## src/rtl/dth_if.sv

```systemverilog
// Link-side bundle for the frame-delimiter decoder: flagged beats in, framed beats out.
// Ports: iv_data/i_data_wr (encoded beat in); ov_data/o_data_wr/o_sop/o_eop/ov_len/o_err (framed out).
// Pure wiring, no storage; no backpressure path exists on either side.
interface dth_if #(
  parameter int DATA_WIDTH = 8,
  parameter int LEN_WIDTH  = 7
);
  logic [DATA_WIDTH:0]   iv_data;    // [DATA_WIDTH] = head/tail flag
  logic                  i_data_wr;
  logic [DATA_WIDTH-1:0] ov_data;
  logic                  o_data_wr;
  logic                  o_sop;
  logic                  o_eop;
  logic [LEN_WIDTH-1:0]  ov_len;
  logic                  o_err;

  // Source of encoded beats / sink of decoded frames.
  modport master (
    output iv_data, i_data_wr,
    input  ov_data, o_data_wr, o_sop, o_eop, ov_len, o_err
  );

  // The decoder itself.
  modport slave (
    input  iv_data, i_data_wr,
    output ov_data, o_data_wr, o_sop, o_eop, ov_len, o_err
  );
endinterface

```

## src/rtl/dth.sv

```systemverilog
// Frame-delimiter decoder: strips the MSB head/tail flag and regenerates sop/eop/len/err framing.
// Latency: 1 cycle, every output registered. Ports: i_clk, i_rst (async high), bus (dth_if.slave).
// No backpressure: a beat is taken every cycle i_data_wr=1; gaps hold state and clear the pulses.
module dth #(
  parameter int DATA_WIDTH = 8,
  parameter int MAX_LEN    = 64,
  parameter int LEN_WIDTH  = 7
) (
  input  logic  i_clk,
  input  logic  i_rst,
  dth_if.slave  bus
);

  typedef enum logic [1:0] {
    IDLE = 2'd0,
    BODY = 2'd1,
    DROP = 2'd2
  } state_t;

  localparam logic [LEN_WIDTH-1:0] MAX_LEN_C = LEN_WIDTH'(MAX_LEN);
  localparam logic [LEN_WIDTH-1:0] ONE_C     = LEN_WIDTH'(1);

  state_t                state_q;
  logic [LEN_WIDTH-1:0]  cnt_q;      // beats of the current frame already emitted
  logic [DATA_WIDTH-1:0] data_q;
  logic                  wr_q;
  logic                  sop_q;
  logic                  eop_q;
  logic [LEN_WIDTH-1:0]  len_q;
  logic                  err_q;

  logic                  flag;
  logic [DATA_WIDTH-1:0] payload;
  logic [LEN_WIDTH-1:0]  cnt_inc;    // position of the incoming beat inside the frame

  assign flag    = bus.iv_data[DATA_WIDTH];
  assign payload = bus.iv_data[DATA_WIDTH-1:0];
  assign cnt_inc = cnt_q + ONE_C;

  always_ff @(posedge i_clk or posedge i_rst) begin
    if (i_rst) begin
      state_q <= IDLE;
      cnt_q   <= '0;
      data_q  <= '0;
      wr_q    <= 1'b0;
      sop_q   <= 1'b0;
      eop_q   <= 1'b0;
      len_q   <= '0;
      err_q   <= 1'b0;
    end else begin
      // Pulses default low; data/len hold their last value through gaps.
      wr_q  <= 1'b0;
      sop_q <= 1'b0;
      eop_q <= 1'b0;
      err_q <= 1'b0;
      if (bus.i_data_wr) begin
        case (state_q)
          IDLE: begin
            if (flag) begin
              wr_q    <= 1'b1;
              sop_q   <= 1'b1;
              data_q  <= payload;
              cnt_q   <= ONE_C;
              state_q <= BODY;
            end else begin
              // Body beat with no head: report once, then swallow up to the lost tail.
              err_q   <= 1'b1;
              state_q <= DROP;
            end
          end
          BODY: begin
            if (flag) begin
              wr_q    <= 1'b1;
              eop_q   <= 1'b1;
              data_q  <= payload;
              len_q   <= cnt_inc;
              cnt_q   <= '0;
              state_q <= IDLE;
            end else if (cnt_inc == MAX_LEN_C) begin
              // Overlong frame: close it on this beat so downstream never sees an
              // unterminated frame, and flag it; the rest up to the tail is discarded.
              wr_q    <= 1'b1;
              eop_q   <= 1'b1;
              err_q   <= 1'b1;
              data_q  <= payload;
              len_q   <= MAX_LEN_C;
              cnt_q   <= '0;
              state_q <= DROP;
            end else begin
              wr_q   <= 1'b1;
              data_q <= payload;
              cnt_q  <= cnt_inc;
            end
          end
          DROP: begin
            // A flagged beat here is the tail of the abandoned frame.
            if (flag) begin
              state_q <= IDLE;
            end
          end
          default: begin
            state_q <= IDLE;
            cnt_q   <= '0;
          end
        endcase
      end
    end
  end

  assign bus.ov_data   = data_q;
  assign bus.o_data_wr = wr_q;
  assign bus.o_sop     = sop_q;
  assign bus.o_eop     = eop_q;
  assign bus.ov_len    = len_q;
  assign bus.o_err     = err_q;

endmodule

```

## src/flat_wrapper.sv

```systemverilog
// flat-port wrapper written by rule: the top's interface ports become plain ports
module dth_flat 
#(
  parameter int DATA_WIDTH = 8,
  parameter int MAX_LEN    = 64,
  parameter int LEN_WIDTH  = 7
)
  (i_clk, i_rst, bus_iv_data, bus_i_data_wr, bus_ov_data, bus_o_data_wr, bus_o_sop, bus_o_eop, bus_ov_len, bus_o_err);
  dth_if #(.DATA_WIDTH(DATA_WIDTH), .LEN_WIDTH(LEN_WIDTH)) bus_i ();
  input  logic i_clk;
  input  logic i_rst;
  input wire logic [$bits(bus_i.iv_data)-1:0] bus_iv_data;
  input wire logic [$bits(bus_i.i_data_wr)-1:0] bus_i_data_wr;
  output wire logic [$bits(bus_i.ov_data)-1:0] bus_ov_data;
  output wire logic [$bits(bus_i.o_data_wr)-1:0] bus_o_data_wr;
  output wire logic [$bits(bus_i.o_sop)-1:0] bus_o_sop;
  output wire logic [$bits(bus_i.o_eop)-1:0] bus_o_eop;
  output wire logic [$bits(bus_i.ov_len)-1:0] bus_ov_len;
  output wire logic [$bits(bus_i.o_err)-1:0] bus_o_err;
  assign bus_i.iv_data = bus_iv_data;
  assign bus_i.i_data_wr = bus_i_data_wr;
  assign bus_ov_data = bus_i.ov_data;
  assign bus_o_data_wr = bus_i.o_data_wr;
  assign bus_o_sop = bus_i.o_sop;
  assign bus_o_eop = bus_i.o_eop;
  assign bus_ov_len = bus_i.ov_len;
  assign bus_o_err = bus_i.o_err;
  dth #(.DATA_WIDTH(DATA_WIDTH), .MAX_LEN(MAX_LEN), .LEN_WIDTH(LEN_WIDTH)) u_core (.i_clk(i_clk), .i_rst(i_rst), .bus(bus_i));
endmodule
```

## config.mk

```make
export PLATFORM = sky130hd
export DESIGN_NAME = dth_flat
export DESIGN_NICKNAME = d
export VERILOG_FILES = /design/src/rtl/dth_if.sv /design/src/rtl/dth.sv /design/src/flat_wrapper.sv
export SDC_FILE = /design/constraint.sdc
export NUM_CORES = 1
export LEC_CHECK = 0
export ABC_AREA = 0
export BUFFER_PORTS_ARGS = -buffer_cell sky130_fd_sc_hd__buf_2
export CAP_MARGIN = 20
export CORE_AREA = 2 2 52 54
export DETAILED_ROUTE_END_ITERATION = 8
export DIE_AREA = 0 0 54 56
export PLACE_DENSITY = 0.81
export SYNTH_ARGS = -nofsm -noshare
export SYNTH_HDL_FRONTEND = slang
export SYNTH_SLANG_ARGS = --single-unit
```

## constraint.sdc

```tcl
create_clock -name i_clk -period 5.7 [get_ports i_clk]
set_clock_uncertainty 0.05 [all_clocks]
set_input_delay 0.855 -clock i_clk [delete_from_list [all_inputs] [get_ports i_clk]]
set_output_delay 0.855 -clock i_clk [all_outputs]
set_load 0.02 [all_outputs]
```

==> flow_summary_export.csv <==
group,metric,value,unit
outcome,status,"completed",
drt,wl,2620,um
clock_tree,clock-root-buffer,"clkbuf_4",
grt,grt_pass1_vias,925,
power_and_ir_drop,ir_drop,0.267,mV
clock_tree,clk_latency,0.34,ns
synthesis,synthArstFlopShare,1.00,
synthesis,ys_types,36,
sta,relSlewSlack,0.562,
worst_setup_path,r2r_start,"u_core.state_q[1]",
drt,dr.pass1.iters,4,
clock_tree,cts_max_level,1,
clock_tree,clk_pin_slew,0.16,ns
place,place_area,0.00147,sq mm
final_layout,nets,166,
clock_tree,clkSinkCount,28,
worst_setup_path,criticalPathCategory,"in -> reg",
place,dpl.hpwl,1880,um
grt,grt_max_degree,29,
synthesis,netlist_instances,122,
drt,drtIter0Drc,20,
clock_tree,numCtsBuffers,3,
clock_tree,post_cts_resized,0,
place,numPortBuffers,30,
synthesis,avgSynthCellArea,10.7,sq um
final_layout,syn_to_final_growth,17.8,%
floorplan,dieArea,0.00302,sq mm
worst_setup_path,cp.buffers_inverters,1,
sta,hold_viol_final,0,
synthesis,ys_seq_area_frac,0.537,
grt,grt_first_pass_wirelength,4250,um
grt,grt_use_total,0.189,
floorplan,core-area,0.00243,sq mm
power_and_ir_drop,p_per_area,380,mW/mm^2
sta,finalCriticalPeriod,1.95,ns
floorplan,start_util,0.537,
floorplan,die_w,54,um
final_layout,antenna_cells,0,
synthesis,synth_warnings,0,
final_layout,multi_input_area,558,sq um
drt,vias,1034,
drt,remaining_drc_errors,0,
synthesis,synth_edf_count,0,
worst_setup_path,crit_required,5.85,ns
sta,fin_crit_sh,0.342,
worst_setup_path,worst_path_dominant_cell_family,"simple AND/OR/NAND/NOR gates",
clock_tree,cts.path.max_buffers,2,
worst_setup_path,crit_path_start,"bus_i_data_wr",
worst_setup_path,crit_path_end_kind,"flop",
job,drv_cap,0,
final_layout,fillers,213,
floorplan,die_y,56,um
sta,fmax,512,MHz
sta,setup_viol,0,
worst_setup_path,crit_path_max_incr_delay,0.51,ns
drt,wl_per_cell,14.4,um
drt,vias_per_cell,5.68,
worst_setup_path,path_max_fanout,9,
floorplan,num_rows,18,
min_path,hold_class,"in -> async",
sta,finalSetupTns,0,ns
worst_setup_path,crit_chain,"buf_2 -> nand3b_1 -> nor2_1 -> a32o_1 -> a31oi_1",
grt,antenna_found_initial,0,
synthesis,yosys_register_bits,28,
sta,drv_slew,0,
worst_setup_path,cp_slowest_cell,"nor2_1",
worst_setup_path,cp-start-kind,"input port",
synthesis,synthesis.nets,135,
synthesis,syn_area,0.00131,sq mm
sta,tightestPinTransition,0.650,ns
synthesis,synth_flop_cell,"dfrtp_1",
floorplan,ios,31,
final_layout,drive_gt1_frac,0.309,
clock_tree,cts_tree,"done",
sta,hold_ws,0.405,ns
power_and_ir_drop,p_leak,0.721,nW
final_layout,final_area,0.00154,sq mm
grt,grt_overflow,0,
sta,rsz0062_at_grt,"false",
drt,postRouteAntennaNets,0,
final_layout,final-seq-area,701,sq um
worst_setup_path,critPathArrivalTime,2.11,ns
clock_tree,hold_buffers,0,
clock_tree,cts_setup_buffers,0,
place,globalplace.congestion,0.861,
[cells in the final DEF (no fill, tap or decap)]
cell type,synthesis,routed
buf_2,1,30
dfrtp_1,28,28
o21ai_0,13,13
nand2_1,13,13
mux2_2,8,8
inv_1,6,6
nand3_1,4,4
a22oi_1,4,4
a22o_1,3,3
nor2_1,3,3
a21oi_1,3,3
clkbuf_4,0,3
xor2_1,2,2
a21boi_0,2,2
a211o_1,2,2
a31oi_1,2,2
a32oi_1,2,2
a32o_1,2,2
o221ai_1,2,2
nor2b_1,1,1
and3_1,1,1
nor4bb_1,1,1
xnor2_1,1,1
and2_1,1,1
nand4_1,1,1
a211oi_1,1,1
a211oi_2,1,1
nor4_1,1,1
a21o_1,1,1
nand3b_1,1,1
nor3_2,1,1
or3_1,1,1
or2_2,1,1
o31a_1,1,1
nor3_1,1,1
ha_1,1,1
clkbuf_8,0,1
clkbuf_2,0,1
buf_16,0,1
[cell usage after synthesis, types with 2 or more instances]
library cell  number  area share
a21boi_0           2       0.012
nor2_1             3      0.0086
o221ai_1           2       0.013
a32o_1             2       0.015
a22o_1             3       0.020
a31oi_1            2      0.0096
a211o_1            2       0.013
o21ai_0           13       0.050
a32oi_1            2       0.013
a21oi_1            3       0.012
nand2_1           13       0.037
inv_1              6       0.017
nand3_1            4       0.015
dfrtp_1           28        0.54
a22oi_1            4       0.023
mux2_2             8       0.069
clkbuf_1           5       0.014
xor2_1             2       0.013
[area by class of cell]
cell class,count,share of cell area
Clock buffer,4,0.0236
Sequential cell,28,0.456
Tap cell,30,0.0244
Inverter,6,0.0146
Multi-Input combinational cell,82,0.363
Timing Repair Buffer,32,0.119
[worst paths after layout]
check	endpoint	cells past startpoint	slack (ns)
worst max register to register	u_core.bus.ov_len[6]	4	3.81
min in group i_clk	u_core.bus.ov_data[2]	1	0.47
worst max-delay path	u_core.bus.ov_len[6]	5	3.75
max in group asynchronous	u_core.bus.o_sop	3	4.75
worst min-delay path	u_core.cnt_q[6]	2	0.41
worst min register to register	u_core.bus.ov_data[2]	1	0.47
[cell families (layout without fill, tap and decap cells)]
group | Yosys count | after routing | share of synthesized area
AO/OA/AOI/OAI | 39 | 39 | 0.209
AND/OR/NAND/NOR | 31 | 31 | 0.120
flip-flops | 28 | 28 | 0.537
buffers and inverters | 12 | 42 | 0.0355
multiplexers | 8 | 8 | 0.0690
XOR/XNOR | 3 | 3 | 0.0201
adder cells (fa/ha/maj) | 1 | 1 | 0.00959
[registers in the layout (all words and copies together), names as in the netlist]
signal	count
u_core.state_q	2
u_core.bus.o_data_wr	1
u_core.bus.ov_len	7
u_core.bus.o_sop	1
u_core.cnt_q	7
u_core.bus.o_err	1
u_core.bus.o_eop	1
u_core.bus.ov_data	8
[metal layers]
layer,vias up,share of wire,track usage
met5,-,0,0
li1,507,-,-
met1,509,0.47,0.286
met2,14,0.50,0.275
met4,0,0.014,0.0643
met3,4,0.021,0.0242
[worst reg2reg max path, stage by stage, from the launching register on]
cell	delay [ns]
dfrtp_1	0.49
nand3b_1	0.42
nor2_1	0.52
a32o_1	0.25
a31oi_1	0.04
[where the power goes]
part	leakage (nW)	switching, mW	internal (mW)	total (mW)
logic	0.353	0.118	0.0855	0.204
registers	0.346	0.0373	0.246	0.284
clock network	0.0210	0.0581	0.0391	0.0972
total	0.721	0.213	0.371	0.584
[through the flow]
stage / instances / total power [mW] / utilization / setup slack (ns)
2_1_floorplan: 122 / 0.426 / - / 3.80
3_3_place_gp: 176 / 0.482 / 0.604 / 3.33
3_5_place_dp: 176 / 0.490 / 0.604 / 3.27
4_1_cts: 180 / 0.586 / 0.619 / 3.62
5_1_grt: 182 / 0.619 / 0.632 / 3.66
6_report: 182 / 0.584 / 0.632 / 3.75
No activity file was read; power rests on OpenSTA's default activity.
